File: src/rtl/tx_pkg.sv
// Shared types and constants for the transmit frame sequencer.
// Contents: FSM state encoding, header and frame-length bounds, and the length clamp helper.
// Used by: tx_frame_ctrl (FSM) and indirectly by the bench through the top module.
package tx_pkg;

   typedef enum logic [2:0] {
      ST_IDLE = 3'd0,
      ST_PREP = 3'd1,
      ST_WAIT = 3'd2,
      ST_LOAD = 3'd3,
      ST_HDR  = 3'd4,
      ST_PAY  = 3'd5,
      ST_IFG  = 3'd6
   } tx_frame_state_t;

   localparam logic [13:0] HDR_BYTES     = 14'd14;
   localparam logic [13:0] MIN_FRAME_LEN = 14'd60;
   localparam logic [13:0] MAX_FRAME_LEN = 14'd16383;

   // Effective frame length: short requests are padded up to the minimum.
   // The upper bound is the full 14-bit range, so it is checked on a widened copy.
   function automatic logic [13:0] clamp_len(input logic [13:0] len);
      logic [15:0] wide;
      wide = {2'b00, len};
      if (wide < {2'b00, MIN_FRAME_LEN}) begin
         return MIN_FRAME_LEN;
      end
      if (wide > {2'b00, MAX_FRAME_LEN}) begin
         return MAX_FRAME_LEN;
      end
      return len;
   endfunction

endpackage

File: src/rtl/tx_frame_ctrl_if.sv
// Byte stream interface between the frame sequencer and the FCS/preamble inserter.
// Signals: tx_data (8b), tx_valid, tx_sop, tx_eop from the source; tx_ready from the sink.
// A byte transfers on tx_valid && tx_ready; the source holds data and qualifiers while stalled.
interface tx_frame_ctrl_if;
   logic [7:0] tx_data;
   logic       tx_valid;
   logic       tx_sop;
   logic       tx_eop;
   logic       tx_ready;

   modport master (
      output tx_data,
      output tx_valid,
      output tx_sop,
      output tx_eop,
      input  tx_ready
   );

   modport slave (
      input  tx_data,
      input  tx_valid,
      input  tx_sop,
      input  tx_eop,
      output tx_ready
   );
endinterface

File: src/rtl/tx_byte_ser.sv
// Payload word serialiser: holds the current generator word and tracks which byte lane is up front.
// Latency: nxt_byte_o is combinational so the FSM can register it on the same edge as load/shift.
// Backpressure: state only moves on load_i/shift_i/last_i, so a stalled stream simply holds.
// Ports: clk, rst, load_i (capture data_i), shift_i (advance one byte), last_i (clear at frame end),
//        data_i (generator word), nxt_byte_o (byte to present next), idx_o (lane of front byte).
module tx_byte_ser (
   input  logic        clk,
   input  logic        rst,
   input  logic        load_i,
   input  logic        shift_i,
   input  logic        last_i,
   input  logic [31:0] data_i,
   output logic [7:0]  nxt_byte_o,
   output logic [1:0]  idx_o
);

   logic [31:0] sh_q;
   logic [1:0]  idx_q;

   always_ff @(posedge clk or posedge rst) begin
      if (rst) begin
         sh_q  <= '0;
         idx_q <= '0;
      end else if (last_i) begin
         sh_q  <= '0;
         idx_q <= '0;
      end else if (load_i) begin
         sh_q  <= data_i;
         idx_q <= 2'd0;
      end else if (shift_i) begin
         sh_q  <= {sh_q[23:0], 8'h00};
         idx_q <= idx_q + 2'd1;
      end
   end

   // A load bypasses the register so the first byte of a new word follows
   // byte 3 of the previous one with no bubble.
   always_comb begin
      nxt_byte_o = sh_q[31:24];
      if (load_i) begin
         nxt_byte_o = data_i[31:24];
      end else if (shift_i) begin
         nxt_byte_o = sh_q[23:16];
      end
   end

   assign idx_o = idx_q;

endmodule

File: src/rtl/tx_frame_ctrl.sv
// Transmit frame sequencer: seeds the payload generator, serialises 14-byte header + payload MSB first, then an IFG.
// Latency: start sampled in cycle 0, payload_pre in 1, first load in 3, SOP in 4, EOP at 3+length with tx_ready high.
// Backpressure: tx_valid/tx_ready; data, SOP and EOP hold while stalled; generator advances only on accepted byte 3.
// Ports: clk, rst (async, active-high); gen_en/start/frame_len/dst_mac/src_mac/eth_type/ifg_len request;
//        payload_pre/payload_valid/payload_data generator side; tx (byte stream master); busy.
// Optional: define TX_FRAME_STATS_EN to add frame_cnt (32b) and byte_cnt (48b) accepted-frame statistics.
module tx_frame_ctrl
   import tx_pkg::*;
#(
   parameter int unsigned DEF_IFG = 12
) (
   input  logic                   clk,
   input  logic                   rst,
   input  logic                   gen_en,
   input  logic                   start,
   input  logic [13:0]            frame_len,
   input  logic [47:0]            dst_mac,
   input  logic [47:0]            src_mac,
   input  logic [15:0]            eth_type,
   input  logic [7:0]             ifg_len,
   output logic                   payload_pre,
   output logic                   payload_valid,
   input  logic [31:0]            payload_data,
   tx_frame_ctrl_if.master        tx,
`ifdef TX_FRAME_STATS_EN
   output logic [31:0]            frame_cnt,
   output logic [47:0]            byte_cnt,
`endif
   output logic                   busy
);

   tx_frame_state_t state_q;
   logic [13:0]     len_q;
   logic [13:0]     bcnt_q;     // index of the byte currently presented
   logic [7:0]      gap_q;
   logic [7:0]      ifg_cnt_q;
   logic [111:0]    hdr_q;      // front byte is always the next header byte to present
   logic [7:0]      tx_data_q;
   logic            tx_valid_q;
   logic            tx_sop_q;
   logic            tx_eop_q;
   logic            pre_q;
   logic            busy_q;

   logic            accept;
   logic            last_acc;
   logic            ser_load_d;
   logic            ser_shift_d;
   logic            ser_last_d;
   logic [7:0]      ser_nxt;
   logic [1:0]      ser_idx;

   assign accept   = tx_valid_q && tx.tx_ready;
   assign last_acc = accept && (bcnt_q == (len_q - 14'd1));

   // Serialiser controls. The word load after byte 3 happens on the accepting
   // edge itself, which is why payload_valid depends combinationally on tx_ready.
   always_comb begin
      ser_load_d  = 1'b0;
      ser_shift_d = 1'b0;
      ser_last_d  = 1'b0;
      case (state_q)
         ST_LOAD: ser_load_d = 1'b1;
         ST_PAY: begin
            if (accept) begin
               if (last_acc) begin
                  ser_last_d = 1'b1;
               end else if (ser_idx == 2'd3) begin
                  ser_load_d = 1'b1;
               end else begin
                  ser_shift_d = 1'b1;
               end
            end
         end
         default: ;
      endcase
   end

   tx_byte_ser u_ser (
      .clk        (clk),
      .rst        (rst),
      .load_i     (ser_load_d),
      .shift_i    (ser_shift_d),
      .last_i     (ser_last_d),
      .data_i     (payload_data),
      .nxt_byte_o (ser_nxt),
      .idx_o      (ser_idx)
   );

   always_ff @(posedge clk or posedge rst) begin
      if (rst) begin
         state_q    <= ST_IDLE;
         len_q      <= '0;
         bcnt_q     <= '0;
         gap_q      <= '0;
         ifg_cnt_q  <= '0;
         hdr_q      <= '0;
         tx_data_q  <= '0;
         tx_valid_q <= 1'b0;
         tx_sop_q   <= 1'b0;
         tx_eop_q   <= 1'b0;
         pre_q      <= 1'b0;
         busy_q     <= 1'b0;
      end else begin
         pre_q <= 1'b0;
         case (state_q)
            ST_IDLE: begin
               if (start && gen_en) begin
                  len_q   <= clamp_len(frame_len);
                  hdr_q   <= {dst_mac, src_mac, eth_type};
                  gap_q   <= (ifg_len == 8'd0) ? 8'(DEF_IFG) : ifg_len;
                  bcnt_q  <= '0;
                  pre_q   <= 1'b1;
                  busy_q  <= 1'b1;
                  state_q <= ST_PREP;
               end
            end
            ST_PREP: state_q <= ST_WAIT;
            // The generator needs a cycle after the seed before its first word is valid.
            ST_WAIT: state_q <= ST_LOAD;
            ST_LOAD: begin
               tx_valid_q <= 1'b1;
               tx_sop_q   <= 1'b1;
               tx_eop_q   <= 1'b0;
               tx_data_q  <= hdr_q[111:104];
               hdr_q      <= {hdr_q[103:0], 8'h00};
               state_q    <= ST_HDR;
            end
            ST_HDR: begin
               if (accept) begin
                  tx_sop_q <= 1'b0;
                  bcnt_q   <= bcnt_q + 14'd1;
                  if (bcnt_q == (HDR_BYTES - 14'd1)) begin
                     tx_data_q <= ser_nxt;
                     state_q   <= ST_PAY;
                  end else begin
                     tx_data_q <= hdr_q[111:104];
                     hdr_q     <= {hdr_q[103:0], 8'h00};
                  end
               end
            end
            ST_PAY: begin
               if (accept) begin
                  if (last_acc) begin
                     tx_valid_q <= 1'b0;
                     tx_eop_q   <= 1'b0;
                     tx_data_q  <= '0;
                     bcnt_q     <= '0;
                     ifg_cnt_q  <= gap_q;
                     state_q    <= ST_IFG;
                  end else begin
                     tx_data_q <= ser_nxt;
                     bcnt_q    <= bcnt_q + 14'd1;
                     tx_eop_q  <= ((bcnt_q + 14'd2) == len_q);
                  end
               end
            end
            ST_IFG: begin
               if (ifg_cnt_q <= 8'd1) begin
                  ifg_cnt_q <= '0;
                  busy_q    <= 1'b0;
                  state_q   <= ST_IDLE;
               end else begin
                  ifg_cnt_q <= ifg_cnt_q - 8'd1;
               end
            end
            default: begin
               state_q <= ST_IDLE;
               busy_q  <= 1'b0;
            end
         endcase
      end
   end

`ifdef TX_FRAME_STATS_EN
   logic [31:0] frame_cnt_q;
   logic [47:0] byte_cnt_q;

   always_ff @(posedge clk or posedge rst) begin
      if (rst) begin
         frame_cnt_q <= '0;
         byte_cnt_q  <= '0;
      end else if (last_acc) begin
         frame_cnt_q <= frame_cnt_q + 32'd1;
         byte_cnt_q  <= byte_cnt_q + {34'd0, len_q};
      end
   end

   assign frame_cnt = frame_cnt_q;
   assign byte_cnt  = byte_cnt_q;
`endif

   assign payload_pre   = pre_q;
   assign payload_valid = ser_load_d;
   assign busy          = busy_q;
   assign tx.tx_data    = tx_data_q;
   assign tx.tx_valid   = tx_valid_q;
   assign tx.tx_sop     = tx_sop_q;
   assign tx.tx_eop     = tx_eop_q;

endmodule
File: src/flat_wrapper.sv
// flat-port wrapper written by rule: the top's interface ports become plain ports
module tx_frame_ctrl_flat import tx_pkg::*;
#(
   parameter int unsigned DEF_IFG = 12
)
  (clk, rst, gen_en, start, frame_len, dst_mac, src_mac, eth_type, ifg_len, payload_pre, payload_valid, payload_data, busy, tx_tx_data, tx_tx_valid, tx_tx_sop, tx_tx_eop, tx_tx_ready);
  tx_frame_ctrl_if tx_i ();
  input  logic clk;
  input  logic rst;
  input  logic gen_en;
  input  logic start;
  input  logic [13:0] frame_len;
  input  logic [47:0] dst_mac;
  input  logic [47:0] src_mac;
  input  logic [15:0] eth_type;
  input  logic [7:0] ifg_len;
  output logic payload_pre;
  output logic payload_valid;
  input  logic [31:0] payload_data;
  output logic busy;
  output wire logic [$bits(tx_i.tx_data)-1:0] tx_tx_data;
  output wire logic [$bits(tx_i.tx_valid)-1:0] tx_tx_valid;
  output wire logic [$bits(tx_i.tx_sop)-1:0] tx_tx_sop;
  output wire logic [$bits(tx_i.tx_eop)-1:0] tx_tx_eop;
  input wire logic [$bits(tx_i.tx_ready)-1:0] tx_tx_ready;
  assign tx_tx_data = tx_i.tx_data;
  assign tx_tx_valid = tx_i.tx_valid;
  assign tx_tx_sop = tx_i.tx_sop;
  assign tx_tx_eop = tx_i.tx_eop;
  assign tx_i.tx_ready = tx_tx_ready;
  tx_frame_ctrl #(.DEF_IFG(DEF_IFG)) u_core (.clk(clk), .rst(rst), .gen_en(gen_en), .start(start), .frame_len(frame_len), .dst_mac(dst_mac), .src_mac(src_mac), .eth_type(eth_type), .ifg_len(ifg_len), .payload_pre(payload_pre), .payload_valid(payload_valid), .payload_data(payload_data), .tx(tx_i), .busy(busy));
endmodule
File: config.mk
export PLATFORM = sky130hd
export DESIGN_NAME = tx_frame_ctrl_flat
export DESIGN_NICKNAME = d
export VERILOG_FILES = /design/src/rtl/tx_pkg.sv /design/src/rtl/tx_frame_ctrl_if.sv /design/src/rtl/tx_byte_ser.sv /design/src/rtl/tx_frame_ctrl.sv /design/src/flat_wrapper.sv
export SDC_FILE = /design/constraint.sdc
export NUM_CORES = 1
export LEC_CHECK = 0
export BUFFER_PORTS_ARGS = -buffer_cell sky130_fd_sc_hd__buf_2
export CELL_PAD_IN_SITES_DETAIL_PLACEMENT = 1
export CELL_PAD_IN_SITES_GLOBAL_PLACEMENT = 1
export CORE_UTILIZATION = 46
export CTS_CLUSTER_DIAMETER = 100
export DETAILED_ROUTE_END_ITERATION = 10
export PLACE_DENSITY = 0.92
export SLEW_MARGIN = 20
export SYNTH_ARGS = -nofsm -noshare
export SYNTH_HDL_FRONTEND = slang
export SYNTH_SLANG_ARGS = --single-unit
File: constraint.sdc
create_clock -name clk -period 16.3 [get_ports clk]
set_input_delay 0.815 -clock clk [delete_from_list [all_inputs] [get_ports clk]]
set_output_delay 0.815 -clock clk [all_outputs]
set_load 0.01 [all_outputs]
==> run_results.csv <==
group,metric,value,unit
placement,gp_congestion,0.843,
cts,cts_made_buffers,24,
worst_setup_path,reg2reg_setup_slack,12.20,ns
outcome,status,"completed",
placement,hpwl,21400,µm
cts,cts_buffer_depth,3,
synthesis,synth-edff-count,0,
synthesis,syn_area,10600,µm²
synthesis,ys_seq_area_share,48.8,%
die,die_h,154,µm
placement,dp_slack,12.30,ns
sta,tns,0,ns
detailed_routing,postRouteAntennaNets,0,
final_layout,fin_nets,1440,
final_layout,final_cell_mix,"234 x nand2_1, 206 x dfrtp_1, 184 x buf_2",
hold_path,min-delay-start,"u_core.hdr_q[72]",
detailed_routing,dr.pass1.iters,5,
die,io_pins,185,
power_and_ir_drop,p_leak,5.30,nW
synthesis,avgSynthCellArea,9.44,µm²
cts,ctsHoldBuffers,0,
die,num_rows,55,
grt,grt_max_degree,139,
grt,grtUsageTotal,26.8,%
flow_run,max_cap_violations,0,
sta,relSlewSlack,27.8,%
grt,antenna_found_initial,11,
sta,timing.final.ws_setup,11.84,ns
detailed_routing,drtIter0Drc,503,
sta,hold_viol,0,
final_layout,layout-drive-gt1-share,19.4,%
grt,grt-ovfl-total,0,
power_and_ir_drop,vdd_drop_max,0.0699,mV
worst_setup_path,worstPathArrival,3.64,ns
cts,cts.sinks,206,
worst_setup_path,path_class,"reg2out",
cts,post_cts_buffers,0,
die,die_x,154,µm
worst_setup_path,cp-startpoint,"u_core.len_q[3]",
worst_setup_path,startpoint_type,"flop",
worst_setup_path,endpoint_kind,"primary output",
placement,dpl_cell_area,11600,µm²
final_layout,fin_util,55.0,%
die,fp.coreArea,22600,µm²
placement,place_inst,1521,
worst_setup_path,reg2reg_from,"u_core.len_q[3]",
power_and_ir_drop,powerDensity,87.1,nW/µm²
sta,finClkSkew,0.0180,ns
synthesis,yosys_register_bits,206,
final_layout,fin_area,12400,µm²
cts,cts_tree,"yes",
detailed_routing,routed_wl,31200,µm
worst_setup_path,required,15.49,ns
grt,grt_pass1_wl,51000,µm
detailed_routing,drcViolationCount,0,
sta,fin_crit,4.46,ns
sta,min_period_over_period,27.3,%
synthesis,syn_inst,1119,
final_layout,syn_to_final_growth,17.5,%
sta,setup_viol,0,
sta,rsz0062_at_grt,"no",
detailed_routing,viasPerCell,5.80,
sta,maxSlewViolCount,0,
grt,grt_pass1_vias,9832,
placement,port_buffers,184,
die,initial_core_util,46.8,%
synthesis,syn-num-nets,1297,
hold_path,hold_path_class,"reg2reg",
cts,clock_latency,0.53,ns
cts,cts_resized,0,
synthesis,yosysWarnings,0,
cts,root_buffer,"clkbuf_16",
die,dieArea,23600,µm²
detailed_routing,via_count,9105,
final_layout,final_common_cell,"nand2_1",
synthesis,async_flop_share,100,%
final_layout,final_cells,1571,
sta,worstMarginPinSlew,1.08,ns
synthesis,synth_ff_type,"dfrtp_1",
detailed_routing,wl_per_cell,19.9,µm
cts,htreeDepth,1,
synthesis,yosysUniqueCellTypes,71,
sta,timing.fmax,0.224,GHz
worst_setup_path,cp_max_fo,18,
cts,path_clk_slew,0.06,ns
logic make-up after synthesis:
| group | after synthesis | synth area share, % |
|---|---|---|
| AND/OR/NAND/NOR | 367 | 15.1 |
| AO/OA/AOI/OAI | 293 | 17.5 |
| flip-flops | 206 | 48.8 |
| multiplexers | 125 | 11.8 |
| buffers and inverters | 95 | 3.73 |
| XOR/XNOR | 26 | 2.16 |
| adder cells (fa/ha/maj) | 7 | 0.829 |
sequential cells by signal, indices dropped and copies added, names as in the netlist:
| name | cells |
|---|---|
| u_core.ifg_cnt_q | 8 |
| u_core.payload_pre | 1 |
| u_core.bcnt_q | 14 |
| u_core.tx.tx_eop | 1 |
| u_core.state_q | 3 |
| u_core.busy | 1 |
| u_core.gap_q | 8 |
| u_core.u_ser.idx_o | 2 |
| u_core.u_ser.sh_q | 32 |
| u_core.hdr_q | 112 |
| u_core.tx.tx_sop | 1 |
| u_core.tx.tx_data | 8 |
| u_core.len_q | 14 |
| u_core.tx.tx_valid | 1 |
synthesized netlist by cell type (14+ instances only):
cell type    n  share of area [%]
a21oi_1     16               0.76
a22oi_1     14               0.99
buf_2       15               0.71
clkbuf_1    54                1.9
dfrtp_1    206                 49
inv_1       18               0.64
mux2i_1    125                 12
nand2_1    234                8.3
nand3_1     17               0.81
nor2_1      45                1.6
o21ai_0    139                6.6
o21ai_1     28                1.3
through the flow:
step / hold WS [ns] / power (mW)
after floorplan: 0.433 / 0.534
after global placement: 0.444 / 0.559
after detailed placement: 0.469 / 0.561
after CTS: 0.485 / 1.09
after global routing: 0.499 / 1.11
final: 0.478 / 1.08
final timing paths:
path	end	depth (start not counted)
worst max-delay path	payload_valid	8
worst min-delay path	u_core.hdr_q[72]	2
worst max register to register	u_core.tx.tx_data[3]	8
worst min register to register	u_core.hdr_q[72]	2
max in group asynchronous	u_core.tx.tx_data[5]	3
min in group asynchronous	u_core.u_ser.sh_q[2]	2
power breakdown:
group          internal [mW]  total (mW)  leakage, nW  switching [mW]
clock                  0.312       0.530        0.375           0.218
sequential             0.513       0.514         2.78        0.000924
combinational         0.0172      0.0367         2.15          0.0195
layout make-up:
| type | instances | area, µm² |
|---|---|---|
| fillers | 2609 | 10200 |
| flip-flops and latches | 206 | 5150 |
| multi-input cells | 818 | 5050 |
| repair buffers | 193 | 992 |
| clock buffers | 36 | 706 |
| well taps | 285 | 357 |
| inverters | 19 | 78.8 |
| clock inverters | 4 | 56.3 |
| diodes | 10 | 25.0 |
critical path, cell delays in order, from the launching register on:
cell and delay (ns):
dfrtp_1 0.51, nor3_1 0.82, and4_1 0.40, xnor2_1 0.10, a211oi_1 0.59, o211a_1 0.24, a221oi_2 0.06, buf_4 0.23
buf_2 0.16
per-layer routing:
layer,GRT usage (%),vias up,share of wire (%)
met4,8.29,4,3.1
met5,0,-,0.087
met3,6.74,75,6.7
met2,48.1,279,50
met1,31.4,4488,40
li1,-,4259,-
Note: power is estimated with default switching activity, not from simulation.
